===== config.mk =====
export PLATFORM = sky130hd
export DESIGN_NAME = riscv_lsu
export DESIGN_NICKNAME = d
export VERILOG_FILES = /design/src/rtl/riscv_lsu.sv
export SDC_FILE = /design/constraint.sdc
export NUM_CORES = 1
export LEC_CHECK = 0
export CORE_MARGIN = 10
export CORE_UTILIZATION = 43
export DETAILED_ROUTE_END_ITERATION = 16
export GPL_ROUTABILITY_DRIVEN = 0
export PLACE_DENSITY = 0.8
export SKIP_CTS_REPAIR_TIMING = 1
export SLEW_MARGIN = 10
export SYNTH_ARGS = -nofsm -noshare
export SYNTH_HDL_FRONTEND = slang
export SYNTH_SLANG_ARGS = --single-unit

===== constraint.sdc =====
create_clock -name clk -period 3.3 [get_ports clk]
set_input_delay 0.66 -clock clk [delete_from_list [all_inputs] [get_ports clk]]
set_output_delay 0.66 -clock clk [all_outputs]
set_load 0.02 [all_outputs]

===== src/rtl/riscv_lsu.sv =====
// riscv_lsu: load/store unit between the MEM stage and data memory.
// Sizes accesses from funct3, generates byte enables and lane-replicated
// store data, extends load data, traps misaligned/illegal accesses and runs a
// req/gnt/rvalid handshake with variable latency.
// Optional: define RISCV_LSU_TIMEOUT_EN to abort stuck accesses with bus_err
// after TIMEOUT cycles in REQ+WAIT; without it bus_err is tied low.
//
// Handshake: the core holds req_valid and its request fields stable while
// stall=1 and must advance in the cycle it sees resp_valid. Towards memory,
// mem_req and its qualifiers are held until mem_gnt; mem_rvalid/mem_gnt seen
// outside REQ/WAIT are ignored. The internal state is state_q (lsu_state_t).
module riscv_lsu #(
    parameter int DATA_W  = 32,
    parameter int ADDR_W  = 9,
    parameter int TIMEOUT = 16
) (
    input  logic                clk,
    input  logic                reset,
    input  logic                req_valid,
    input  logic                req_write,
    input  logic [2:0]          req_funct3,
    input  logic [DATA_W-1:0]   req_addr,
    input  logic [DATA_W-1:0]   req_wdata,
    output logic                stall,
    output logic                resp_valid,
    output logic [DATA_W-1:0]   resp_rdata,
    output logic                misalign,
    output logic                bus_err,
    output logic                mem_req,
    output logic                mem_we,
    output logic [ADDR_W-1:0]   mem_addr,
    output logic [DATA_W/8-1:0] mem_be,
    output logic [DATA_W-1:0]   mem_wdata,
    input  logic                mem_gnt,
    input  logic                mem_rvalid,
    input  logic [DATA_W-1:0]   mem_rdata
);
    localparam int BE_W = DATA_W / 8;

    typedef enum logic [1:0] {IDLE, REQ, WAIT, DONE} lsu_state_t;

    lsu_state_t        state_q, state_d;
    logic              cap_write;
    logic [2:0]        cap_funct3;
    logic [1:0]        cap_lane;
    logic              req_bad;
    logic              timeout_hit;
    logic              fin_data, fin_mis, fin_err;
    logic [BE_W-1:0]   be_d;
    logic [DATA_W-1:0] wdata_d;
    logic [DATA_W-1:0] load_ext;
    logic [7:0]        sel_byte;
    logic [15:0]       sel_half;
    logic              unused_addr;

    assign unused_addr = ^req_addr[DATA_W-1:ADDR_W+2];

    assign stall = req_valid & ~resp_valid;

    // Classify the incoming request: illegal funct3 or misaligned address.
    always_comb begin
        req_bad = 1'b0;
        if (req_write) begin
            case (req_funct3)
                3'd0:    req_bad = 1'b0;
                3'd1:    req_bad = req_addr[0];
                3'd2:    req_bad = (req_addr[1:0] != 2'b00);
                default: req_bad = 1'b1;
            endcase
        end else begin
            case (req_funct3)
                3'd0, 3'd4: req_bad = 1'b0;
                3'd1, 3'd5: req_bad = req_addr[0];
                3'd2:       req_bad = (req_addr[1:0] != 2'b00);
                default:    req_bad = 1'b1;
            endcase
        end
    end

    // Byte enables and lane-replicated store data for the incoming request.
    always_comb begin
        be_d    = '1;
        wdata_d = '0;
        if (req_write) begin
            wdata_d = req_wdata;
            case (req_funct3[1:0])
                2'b00: begin
                    be_d    = BE_W'(1) << req_addr[1:0];
                    wdata_d = {4{req_wdata[7:0]}};
                end
                2'b01: begin
                    be_d    = BE_W'(3) << {req_addr[1], 1'b0};
                    wdata_d = {2{req_wdata[15:0]}};
                end
                default: be_d = '1;
            endcase
        end
    end

    // Select the addressed byte/halfword of the returned word and extend it.
    always_comb begin
        sel_byte = mem_rdata[8*cap_lane +: 8];
        sel_half = mem_rdata[16*cap_lane[1] +: 16];
        case (cap_funct3)
            3'd0:    load_ext = {{24{sel_byte[7]}}, sel_byte};
            3'd4:    load_ext = {24'd0, sel_byte};
            3'd1:    load_ext = {{16{sel_half[15]}}, sel_half};
            3'd5:    load_ext = {16'd0, sel_half};
            3'd2:    load_ext = mem_rdata;
            default: load_ext = '0;
        endcase
    end

    // Next-state logic and completion classification.
    always_comb begin
        state_d  = state_q;
        fin_data = 1'b0;
        fin_mis  = 1'b0;
        fin_err  = 1'b0;
        case (state_q)
            IDLE: begin
                if (req_valid) begin
                    if (req_bad) begin
                        state_d = DONE;
                        fin_mis = 1'b1;
                    end else begin
                        state_d = REQ;
                    end
                end
            end
            REQ: begin
                if (mem_gnt) begin
                    if (cap_write) begin
                        state_d = DONE;
                    end else if (mem_rvalid) begin
                        state_d  = DONE;
                        fin_data = 1'b1;
                    end else begin
                        state_d = WAIT;
                    end
                end else if (timeout_hit) begin
                    state_d = DONE;
                    fin_err = 1'b1;
                end
            end
            WAIT: begin
                if (mem_rvalid) begin
                    state_d  = DONE;
                    fin_data = 1'b1;
                end else if (timeout_hit) begin
                    state_d = DONE;
                    fin_err = 1'b1;
                end
            end
            default: state_d = IDLE;
        endcase
    end

    // State register, request capture and registered memory/response outputs.
    always_ff @(posedge clk or posedge reset) begin
        if (reset) begin
            state_q    <= IDLE;
            cap_write  <= 1'b0;
            cap_funct3 <= 3'd0;
            cap_lane   <= 2'd0;
            mem_req    <= 1'b0;
            mem_we     <= 1'b0;
            mem_addr   <= '0;
            mem_be     <= '0;
            mem_wdata  <= '0;
            resp_valid <= 1'b0;
            resp_rdata <= '0;
            misalign   <= 1'b0;
        end else begin
            state_q <= state_d;
            if (state_q == IDLE && req_valid) begin
                cap_write  <= req_write;
                cap_funct3 <= req_funct3;
                cap_lane   <= req_addr[1:0];
            end
            mem_req <= (state_d == REQ);
            if (state_q == IDLE && state_d == REQ) begin
                mem_we    <= req_write;
                mem_addr  <= req_addr[ADDR_W+1:2];
                mem_be    <= be_d;
                mem_wdata <= wdata_d;
            end else if (state_d != REQ) begin
                mem_we    <= 1'b0;
                mem_addr  <= '0;
                mem_be    <= '0;
                mem_wdata <= '0;
            end
            resp_valid <= (state_d == DONE);
            resp_rdata <= fin_data ? load_ext : '0;
            misalign   <= fin_mis;
        end
    end

`ifdef RISCV_LSU_TIMEOUT_EN
    logic [7:0] cnt_q;

    assign timeout_hit = (cnt_q == 8'(TIMEOUT - 1));

    // Cycle counter for REQ+WAIT, restarted on every entry to REQ.
    always_ff @(posedge clk or posedge reset) begin
        if (reset) begin
            cnt_q <= 8'd0;
        end else if (state_q == IDLE && state_d == REQ) begin
            cnt_q <= 8'd0;
        end else if (state_q == REQ || state_q == WAIT) begin
            cnt_q <= cnt_q + 8'd1;
        end
    end

    // Registered bus error flag, high only alongside resp_valid.
    always_ff @(posedge clk or posedge reset) begin
        if (reset) begin
            bus_err <= 1'b0;
        end else begin
            bus_err <= fin_err;
        end
    end
`else
    logic unused_err;

    assign timeout_hit = 1'b0;
    assign bus_err     = 1'b0;
    assign unused_err  = fin_err;
`endif

endmodule

==> results.yml <==
outcome:
  status: "finished, final reports clean"
cts:
  clk_latency_ns: 0.35
  cts-root-buf: "clkbuf_8"
  htreeDepth: 3
  cts_tree: "built"
  cts-buffers-inserted: 9
  clk_pin_slew_ns: 0.08
  cts_sinks: 89
  clockBufferDepth: 2
placed_design:
  numPortBuffers: 165
  place_area_mm2: 0.006167
  dpl.hpwl_um: 10400
finish:
  nets: 674
  area_growth_pct: 43.39
  fin_area_mm2: 0.006351
  antenna_cells: 0
  drive_above_1_share: 0.1356
  num-fill-cells: 798
timing:
  clock.fmax_ghz: 0.3747
  slew_violations: 0
  finalClockSkew_ns: 0.01285
  slew_headroom: 0.5380
  holdWs_ns: 0.5563
  rsz0062_at_grt: "false"
  fin_tns_setup_ns: 0
  tightestPinTransition_ns: 0.6929
  fin_crit_sh: 0.8087
  finalHoldViolations: 0
  setup_viol: 0
  period_minus_slack_ns: 2.669
global_routing:
  use_met1: 0.2248
  track_usage: 0.1912
  grt_max_degree: 57
  grt-ovfl-total: 0
  globalRouteMet3Util: 0.08609
  grt_pass1_vias: 4259
  met2_usage: 0.2991
  grt_pass1_wl_um: 22690
  antenna_found_initial: 0
  top_usage_layer: "met2"
die:
  initial_core_util: 0.4470
  die_area_mm2: 0.01476
  coreArea_mm2: 0.009910
  die_y_um: 121.5
  die_width_um: 121.5
  rows: 36
  boundaryPins: 188
route:
  vias: 3922
  firstDrtPassIters: 4
  ant_nets: 0
  viasPerCell: 5.595
  finalWirelength_um: 14230
  drtIter0Drc: 225
  routedWlPerCell_um: 20.30
  drc: 0
critical_path:
  start_kind: "primary input"
  critPathRequiredTime_ns: 2.64
  cpLargestDelayFamily: "buffers and inverters"
  critPathMaxStageDelay_ns: 0.61
  critPathSlowestCell: "clkdlybuf4s50_1"
  crit_type: "in2out"
  end_kind: "output port"
  crit_fanout: 4
  cp_cell_sequence: "clkdlybuf4s50_1, nor2b_1, clkdlybuf4s50_1"
  cp.arrival_ns: 2.01
  crit_cells: 3
  rr_worst_depth: 8
  crit_top_cell: "clkdlybuf4s50_1"
  cp.buffers_inverters: 2
synth:
  synthCells: 415
  yosysTopAreaCell: "dfrtp_1"
  yosysTopAreaCellShare: 0.5028
  synth_fa_ha_area_frac: 0.01130
  ys_types: 45
  synth_top_family_by_area: "compound AO/OA/AOI/OAI gates"
  syn_nets: 524
  ys.flop_type: "dfrtp_1"
  syn_area_per_cell_um2: 10.67
  ys_top_cells_by_area: "dfrtp_1, mux2_2, a22oi_1"
  ys_seq_area_frac: 0.5028
  syn-cell-area_mm2: 0.004429
  synth_edf_count: 0
  ys_ff_latch: 89
  synth-async-reset-ratio: 1.000
  synth_compound_area_frac: 0.1712
  yosys-mux-area-fraction: 0.1037
  synth_simple_gate_area_frac: 0.1573
  ys_warn_count: 0
  synth-xor-area-share: 0
min_path:
  min_path_cells: 2
  hold_class: "reg2reg"
job:
  drv_cap: 0
pwr:
  power.density_mw_per_mm2: 720.2
  leakage_nw: 2.610
  ir_drop_mv: 0.4699
-- synthesized netlist by cell type (2+ instances only) --
cell type and number:
and3_1 7, nor2_1 15, mux2_4 2, nand2b_1 12, clkbuf_1 17, buf_6 4
a21oi_2 9, or3_1 2, a22oi_1 32, dfrtp_1 89, mux2_2 23, o21ai_0 9
inv_1 6, nor3_2 9, a21o_1 2, a211o_1 8, buf_2 13, nand2_1 27
ha_1 4, mux2i_1 17, nor2b_1 13, nor3_1 36, o22ai_1 4, buf_4 2
a32oi_1 10, a21oi_1 24
-- worst paths after layout --
path | start | endpoint | slack, ns
worst min register to register | mem_be[2]$_DFFE_PP0P_ | mem_be[2]$_DFFE_PP0P_ | 0.56
worst max-delay path | req_valid | stall | 0.63
max in group asynchronous | reset | mem_wdata[2]$_DFFE_PP0P_ | 1.94
worst max register to register | state_q[0]$_DFF_PP0_ | mem_wdata[22]$_DFFE_PP0P_ | 0.87
worst min-delay path | mem_be[2]$_DFFE_PP0P_ | mem_be[2]$_DFFE_PP0P_ | 0.56
min in group asynchronous | reset | resp_rdata[14]$_DFF_PP0_ | 0.67
-- tightest hold or removal path, cell delays in order, from the launching register on --
cell and delay [ns]:
dfrtp_1 0.39, nor2_1 0.08, nor4_1 0.05
-- stage by stage --
stage / util / total power [mW] / std cells / setup WS, ns
6_report: 0.6409 / 4.574 / 701 / 0.6312
5_1_grt: 0.6409 / 4.865 / 701 / 0.5835
4_1_cts: 0.6409 / 4.583 / 701 / 0.6079
3_5_place_dp: 0.6223 / 3.851 / 687 / 0.5780
3_3_place_gp: 0.6223 / 3.791 / 687 / 0.6207
2_1_floorplan: - / 3.088 / 415 / 0.3331
-- power by group --
part           internal [mW]  leakage [nW]  switching (mW)
logic                  0.911          1.30            1.45
clock network          0.362        0.0913           0.364
registers               1.30          1.22           0.188
total                   2.58          2.61            2.00
-- flip-flops by register name, summed over array words and instances, names as in the netlist --
signal,cells
state_q,2
mem_req,1
resp_valid,1
mem_wdata,32
cap_funct3,3
misalign,1
cap_write,1
mem_be,4
mem_we,1
cap_lane,2
mem_addr,9
resp_rdata,32
-- cells by family after synthesis --
kind of cell / Yosys count
compound gates: 105
fa+ha+maj: 4
buf+inv: 45
mux: 42
flops: 89
other cells: 1
simple gates: 129
-- final cells by class --
type	count	area, um2	area share
inverter	7	27.53	0.004334
tap	133	166.4	0.02620
sequential	89	2227	0.3507
clock inverter	3	42.54	0.006698
timing repair buffer	177	1754	0.2762
clock buffer	11	141.4	0.02226
multi-input combinational	281	1992	0.3136
-- metal layers --
metal  vias up  part of all wire
met5         -                 0
met4         0             0.023
met3        25              0.12
met2       175              0.45
met1      1923              0.41
li1       1799                 -
-- cells in the final DEF (no fill, tap or decap), types with 7 or more instances in the layout --
master and n:
a22oi_1 32, nor2_1 15, a32oi_1 10, nand2b_1 12, a21oi_2 9, mux2_2 23, dfrtp_1 89, clkdlybuf4s50_1 165
o21ai_0 9, and3_1 7, nor3_2 9, nor2b_1 13, mux2i_1 17, a211o_1 8, buf_4 11, clkbuf_8 10
a21oi_1 24, nor3_1 36, nand2_1 27
(Power assumes the default switching activity.)
==> variant 1, RTL diff (same settings) <==
Build with the macro `RISCV_LSU_TIMEOUT_EN` defined.
--- a/src/rtl/riscv_lsu.sv
+++ b/src/rtl/riscv_lsu.sv
@@ -9,6 +9,8 @@
 // stall=1 and must advance in the cycle it sees resp_valid. Towards memory,
 // mem_req and its qualifiers are held until mem_gnt; mem_rvalid/mem_gnt seen
 // outside REQ/WAIT are ignored. The internal state is state_q (lsu_state_t).
+`define RISCV_LSU_TIMEOUT_EN
+
 module riscv_lsu #(
     parameter int DATA_W  = 32,
     parameter int ADDR_W  = 9,
Behaviour: no difference found for any inputs over 10 cycles, from zero or initial values and one cycle with reset high; that may be too few to reach the edited logic, so the function may still have changed.
==> variant 1 against the original RTL <==
- total power grew 6.2%
- first-iteration DRC count grew 53%
- final cell count rose by 6.1%
- synthesized cell count is 6.7% higher
- wire length grew 5.2%
- non-clock buffer count unchanged
- core utilization shrank 2.5 points
- sequential cell count up 9
- area after synthesis grew 13%
- final area rose by 11%
- sequential power up 7%
- setup slack gained 42 ps
- fmax increased by 1.6%
- global-route usage down 1.2 points
- largest power group unchanged
==> variant 1: results (changes against the original RTL) <==
| Metric | Value |
|---|---|
| Status | finished, final reports clean |
| Hold crit path type | reg2reg |
| Internal | 2880 uW (+12%) |
| Largest cells by area after synthesis | dfrtp_1 49%, nor2_4 9.0%, a22oi_1 6.0%, mux2_2 5.6%, a21oi_1 4.5% |
| Slowest cell delay on critical path | 620 ps |
| Inst Count DP | 731 (+6.4%) |
| Vias | 4016 (+2.4%) |
| Asr flop ratio synth | 1.00 (unchanged) |
| Leak pwr | 0.00281 uW (+7.8%) |
| CTS buffer count | 9 (unchanged) |
| Post-synth top flop | dfrtp_1 |
| Final setup skew | 5.05 ps (-7.80 ps) |
| Placed cell area | 0.00676 mm^2 (+9.6%) |
| Mapped Nets | 553 (+5.5%) |
| Top Registers | mem_wdata (32), resp_rdata (32), mem_addr (9) |
| CTS H-tree depth | 3 (unchanged) |
| Reg2reg end | mem_be[0] |
| Vias/cell | 5.40 (-3.5%) |
| DR iter-0 viols | 344 (+53%) |
| Clock root buffer | clkbuf_16 |
| Worst VDD drop | 0.426 mV (-9.4%) |
| Reg-to-reg startpoint | state_q[0] |
| Mapped Cells | 443 (+6.7%) |
| First-pass GRT wire length | 23.5 mm (+3.6%) |
| # setup viols final | 0 (unchanged) |
| Fin Hold WS | 530 ps (-26.3 ps) |
| Worst Setup SP | req_valid |
| Post-synthesis sequential area ratio | 0.491 (-0.0117) |
| PortBufs | 166 (+0.61%) |
| Post-DP HPWL | 11.5 mm (+10%) |
| Clock Tree Buf Depth | 2 (unchanged) |
| Filler cells | 960 (+20%) |
| Distinct cells, synth | 48 (+6.7%) |
| Worst reg-to-reg setup slack | 730 ps (-140 ps) |
| Commonest cells in the synthesized netlist | 98 x dfrtp_1, 45 x a21oi_1, 40 x a22oi_1, 40 x nor2_4, 34 x nand2_1 |
| Clock Latency Late Sink | 330 ps (-20 ps) |
| Clock Pin Slew Worst Setup and Hold Paths | 60 ps (-20 ps) |
| Fin nets | 709 (+5.2%) |
| Vias in the first global route | 4296 (+0.87%) |
| Crit path DAT | 1970 ps (-40 ps) |
| Worst Reg-to-Reg Cells | 9 (+1) |
| Antenna violations before repair | 0 (unchanged) |
| Layout cells sized above 1 | 0.168 (+0.0328) |
| DR WL/cell | 20.1 um (-0.85%) |
| Global-route usage over all layers | 0.180 (-0.0116) |
| Worst slew pin tran | 690 ps (-3.11 ps) |
| CP Capture Point | stall |
| Crit Path Max Fanout | 4 (unchanged) |
| CP max-delay cell | clkdlybuf4s50_1 |
| Largest net degree at the start of global routing | 53 (-7.0%) |
==> variant 1: changes by cell type after synthesis, moves of 9 or more <==
cell and change:
a21oi_1 +21, nand2b_1 -9, dfrtp_1 +9, nor2_4 +40, a21oi_2 -9, nor3_1 -33
a32oi_1 -10, nor2_1 +9, nor2b_1 -12
==> variant 1: routing by layer <==
| layer | wire [um] | vias to the layer above | part of all wire | track usage |
|---|---|---|---|---|
| li1 | - | 1883 | - | - |
| met1 | 5930 | 1947 | 0.40 | 0.207 |
| met2 | 7170 | 173 | 0.48 | 0.295 |
| met3 | 1710 | 13 | 0.11 | 0.0811 |
| met4 | 166 | 0 | 0.011 | 0.0517 |
| met5 | 0 | - | 0 | 0 |
==> variant 1: cells by family (layout without fill, tap and decap cells) <==
group	Yosys count	count (layout)	synth area share
DFF	98	98	0.491
buffers and inverters	41	198	0.0471
and+or+nand+nor	127	127	0.178
other	0	1	0
xor gates and xnor gates	7	7	0.0123
AOI/OAI and AO/OA	117	117	0.151
adders and majority gates	5	5	0.0125
muxes	48	48	0.108
==> variant 1: layout make-up <==
cell class                      count  area, um^2  share of cell area
Antenna cell                        1        2.50            0.000356
Clock buffer                       12         267              0.0379
Inverter                            9        36.3             0.00516
Multi-Input combinational cell    304        2310               0.329
Sequential cell                    98        2450               0.349
Tap cell                          143         179              0.0254
Timing Repair Buffer              177        1780               0.253
==> variant 1: metrics by stage <==
step,util,setup WS [ps]
CTS,0.615,660
floorplan,-,77.9
detailed placement,0.592,459
finish,0.616,673
global placement,0.592,524
global route,0.615,524
==> variant 1: worst min path at each step <==
| stage | cells after the start | endpoint | startpoint |
|---|---|---|---|
| 2_1_floorplan | 1 | cap_write | cap_write |
| 3_3_place_gp | 2 | mem_addr[6] | mem_addr[6] |
| 3_5_place_dp | 1 | cap_write | cap_write |
| 4_1_cts | 2 | mem_addr[7] | mem_addr[7] |
| 5_1_grt | 2 | mem_addr[7] | mem_addr[7] |
| 6_report | 2 | mem_addr[7] | mem_addr[7] |
==> variant 1: critical path: cells and delay by family <==
family,cells,cell delay [ps]
buffers and inverters,2,1160
and+or+nand+nor,1,150
==> variant 1: power by group through the flow <==
| stage | registers [uW] | clock network (uW) | logic, uW |
|---|---|---|---|
| after floorplan | 1660 | 0 | 1620 |
| after global placement | 1600 | 0 | 2250 |
| after detailed placement | 1610 | 0 | 2300 |
| after CTS | 1590 | 997 | 2310 |
| after global routing | 1620 | 1050 | 2460 |
| final | 1590 | 973 | 2300 |
==> variant 2, RTL diff (config.mk and constraints unchanged) <==
Made on the original files. Encoding of `lsu_state_t`: now one-hot (4 bits for 4 states).
--- a/src/rtl/riscv_lsu.sv
+++ b/src/rtl/riscv_lsu.sv
@@ -37,7 +37,7 @@
 );
     localparam int BE_W = DATA_W / 8;
 
-    typedef enum logic [1:0] {IDLE, REQ, WAIT, DONE} lsu_state_t;
+    typedef enum logic [3:0] {IDLE = 4'b0001, REQ = 4'b0010, WAIT = 4'b0100, DONE = 4'b1000} lsu_state_t;
 
     lsu_state_t        state_q, state_d;
     logic              cap_write;
Check against the original RTL: same outputs for any inputs over 10 cycles, from zero or initial values and one cycle with reset high; not proved beyond that.
==> variant 2 against the original RTL <==
- wire length shrank 11%
- critical path type unchanged
- setup slack gained 150 ps
- final area shrank 5.7%
- die area shrank 7.5%
- area after synthesis shrank 8.9%
- sequential cell count grew 2
- count of clock-buffer cells in the layout grew 1
Power is not compared: it rests on default switching activity, and its combinational part moved more than twofold at a synthesized area within 25%.
==> variant 2: results (changes against the original RTL) <==
| Metric | Value |
|---|---|
| Largest cells by area after synthesis | dfrtp_1 56%, mux2i_1 6.4%, a22o_1 4.6%, nand2_1 4.4%, a21oi_1 4.3% |
| DR WL/cell | 19.6 um (-3.6%) |
| Post-synthesis mux area share | 0.0980 (-0.00569) |
| CP max-delay cell | clkdlybuf4s50_1 |
| Status | finished, final reports clean |
| Clock root buffer | clkbuf_8 |
| Post-DP HPWL | 9.53 mm (-8.4%) |
| Global-route usage over all layers | 0.185 (-0.00657) |
| Vias/cell | 5.40 (-3.5%) |
| Largest net degree at the start of global routing | 49 (-14%) |
| Layout cells sized above 1 | 0.0636 (-0.0720) |
| Filler cells | 717 (-10%) |
| Worst slew pin tran | 712 ps (+18.6 ps) |
| First-pass GRT wire length | 19.8 mm (-13%) |
| CTS buffer count | 9 (unchanged) |
| PortBufs | 165 (unchanged) |
| Vias in the first global route | 3804 (-11%) |
| Crit Path Max Fanout | 2 (-2) |
| Post-synthesis sequential area ratio | 0.565 (+0.0618) |
| Synth Area in Compound Gates | 0.190 (+0.0186) |
| DR iter-0 viols | 195 (-13%) |
| Commonest cells in the synthesized netlist | 90 x dfrtp_1, 47 x nand2_1, 35 x a21oi_1, 28 x nor2_1 |
| Final setup skew | 10.3 ps (-2.52 ps) |
| Crit path DAT | 1860 ps (-150 ps) |
| Leak pwr | 0.00256 uW |
variant 2: cell count changes in the layout (fill, tap and decap cells not counted), moves of 13 or more:
cell     unedited run  this run
a22o_1              0        21
nor3_1             36         1
nor2_1             15        28
o21ai_1             0        26
nand2_1            27        47
a22oi_1            32         7
mux2_2             23         1
variant 2: logic make-up after synthesis:
logic type / count (synthesis)
and+or+nand+nor: 96
other: 1
DFF: 91
AOI/OAI and AO/OA: 114
muxes: 38
buffers and inverters: 29
variant 2: layer usage:
metal  vias to the layer above  wire [um]  track usage
met2                       170       5770        0.300
met5                         -          0            0
met1                      1660       4870        0.202
met3                        19       1800        0.101
met4                         0        203       0.0601
li1                       1637          -            -
variant 2: worst paths after layout:
path | start | to | slack, ps | cells past startpoint
worst min register to register | mem_wdata[13] | mem_wdata[13] | 490 | 2
worst min-delay path | mem_wdata[13] | mem_wdata[13] | 490 | 2
max in group asynchronous | reset | mem_be[3] | 2060 | 3
worst max register to register | cap_funct3[0] | resp_rdata[14] | 1170 | 5
min in group asynchronous | reset | mem_wdata[28] | 560 | 2
worst max-delay path | req_valid | stall | 780 | 3
variant 2: where the power goes:
group	switching, uW	internal [uW]
clock	384	391
combinational	393	337
sequential	88.7	1180
total	866	1910
variant 2: final cells by class:
cell class | instances | area (um^2) | area share
Sequential cell | 91 | 2280 | 0.380
Timing Repair Buffer | 174 | 1730 | 0.289
Multi-Input combinational cell | 249 | 1620 | 0.270
Clock buffer | 12 | 155 | 0.0259
Tap cell | 111 | 139 | 0.0232
Clock inverter | 4 | 50.0 | 0.00836
Inverter | 5 | 20.0 | 0.00334
variant 2: worst reg2reg max path, cell delays in order (launching register included):
cell and delay [ps]:
dfrtp_1 490, nor3b_2 470, buf_4 290, o21bai_1 340
a22oi_1 260, a21oi_1 210
variant 2: stage by stage:
| stage | util | cells | area (um^2) | setup slack [ps] | hold WS [ps] |
|---|---|---|---|---|---|
| final | 0.651 | 646 | 5990 | 777 | 490 |
| after global routing | 0.651 | 646 | 5990 | 718 | 503 |
| after CTS | 0.651 | 646 | 5990 | 767 | 495 |
| after detailed placement | 0.629 | 630 | 5780 | 687 | 475 |
| after global placement | 0.629 | 630 | 5780 | 758 | 461 |
| after floorplan | - | 369 | 4040 | 278 | 474 |
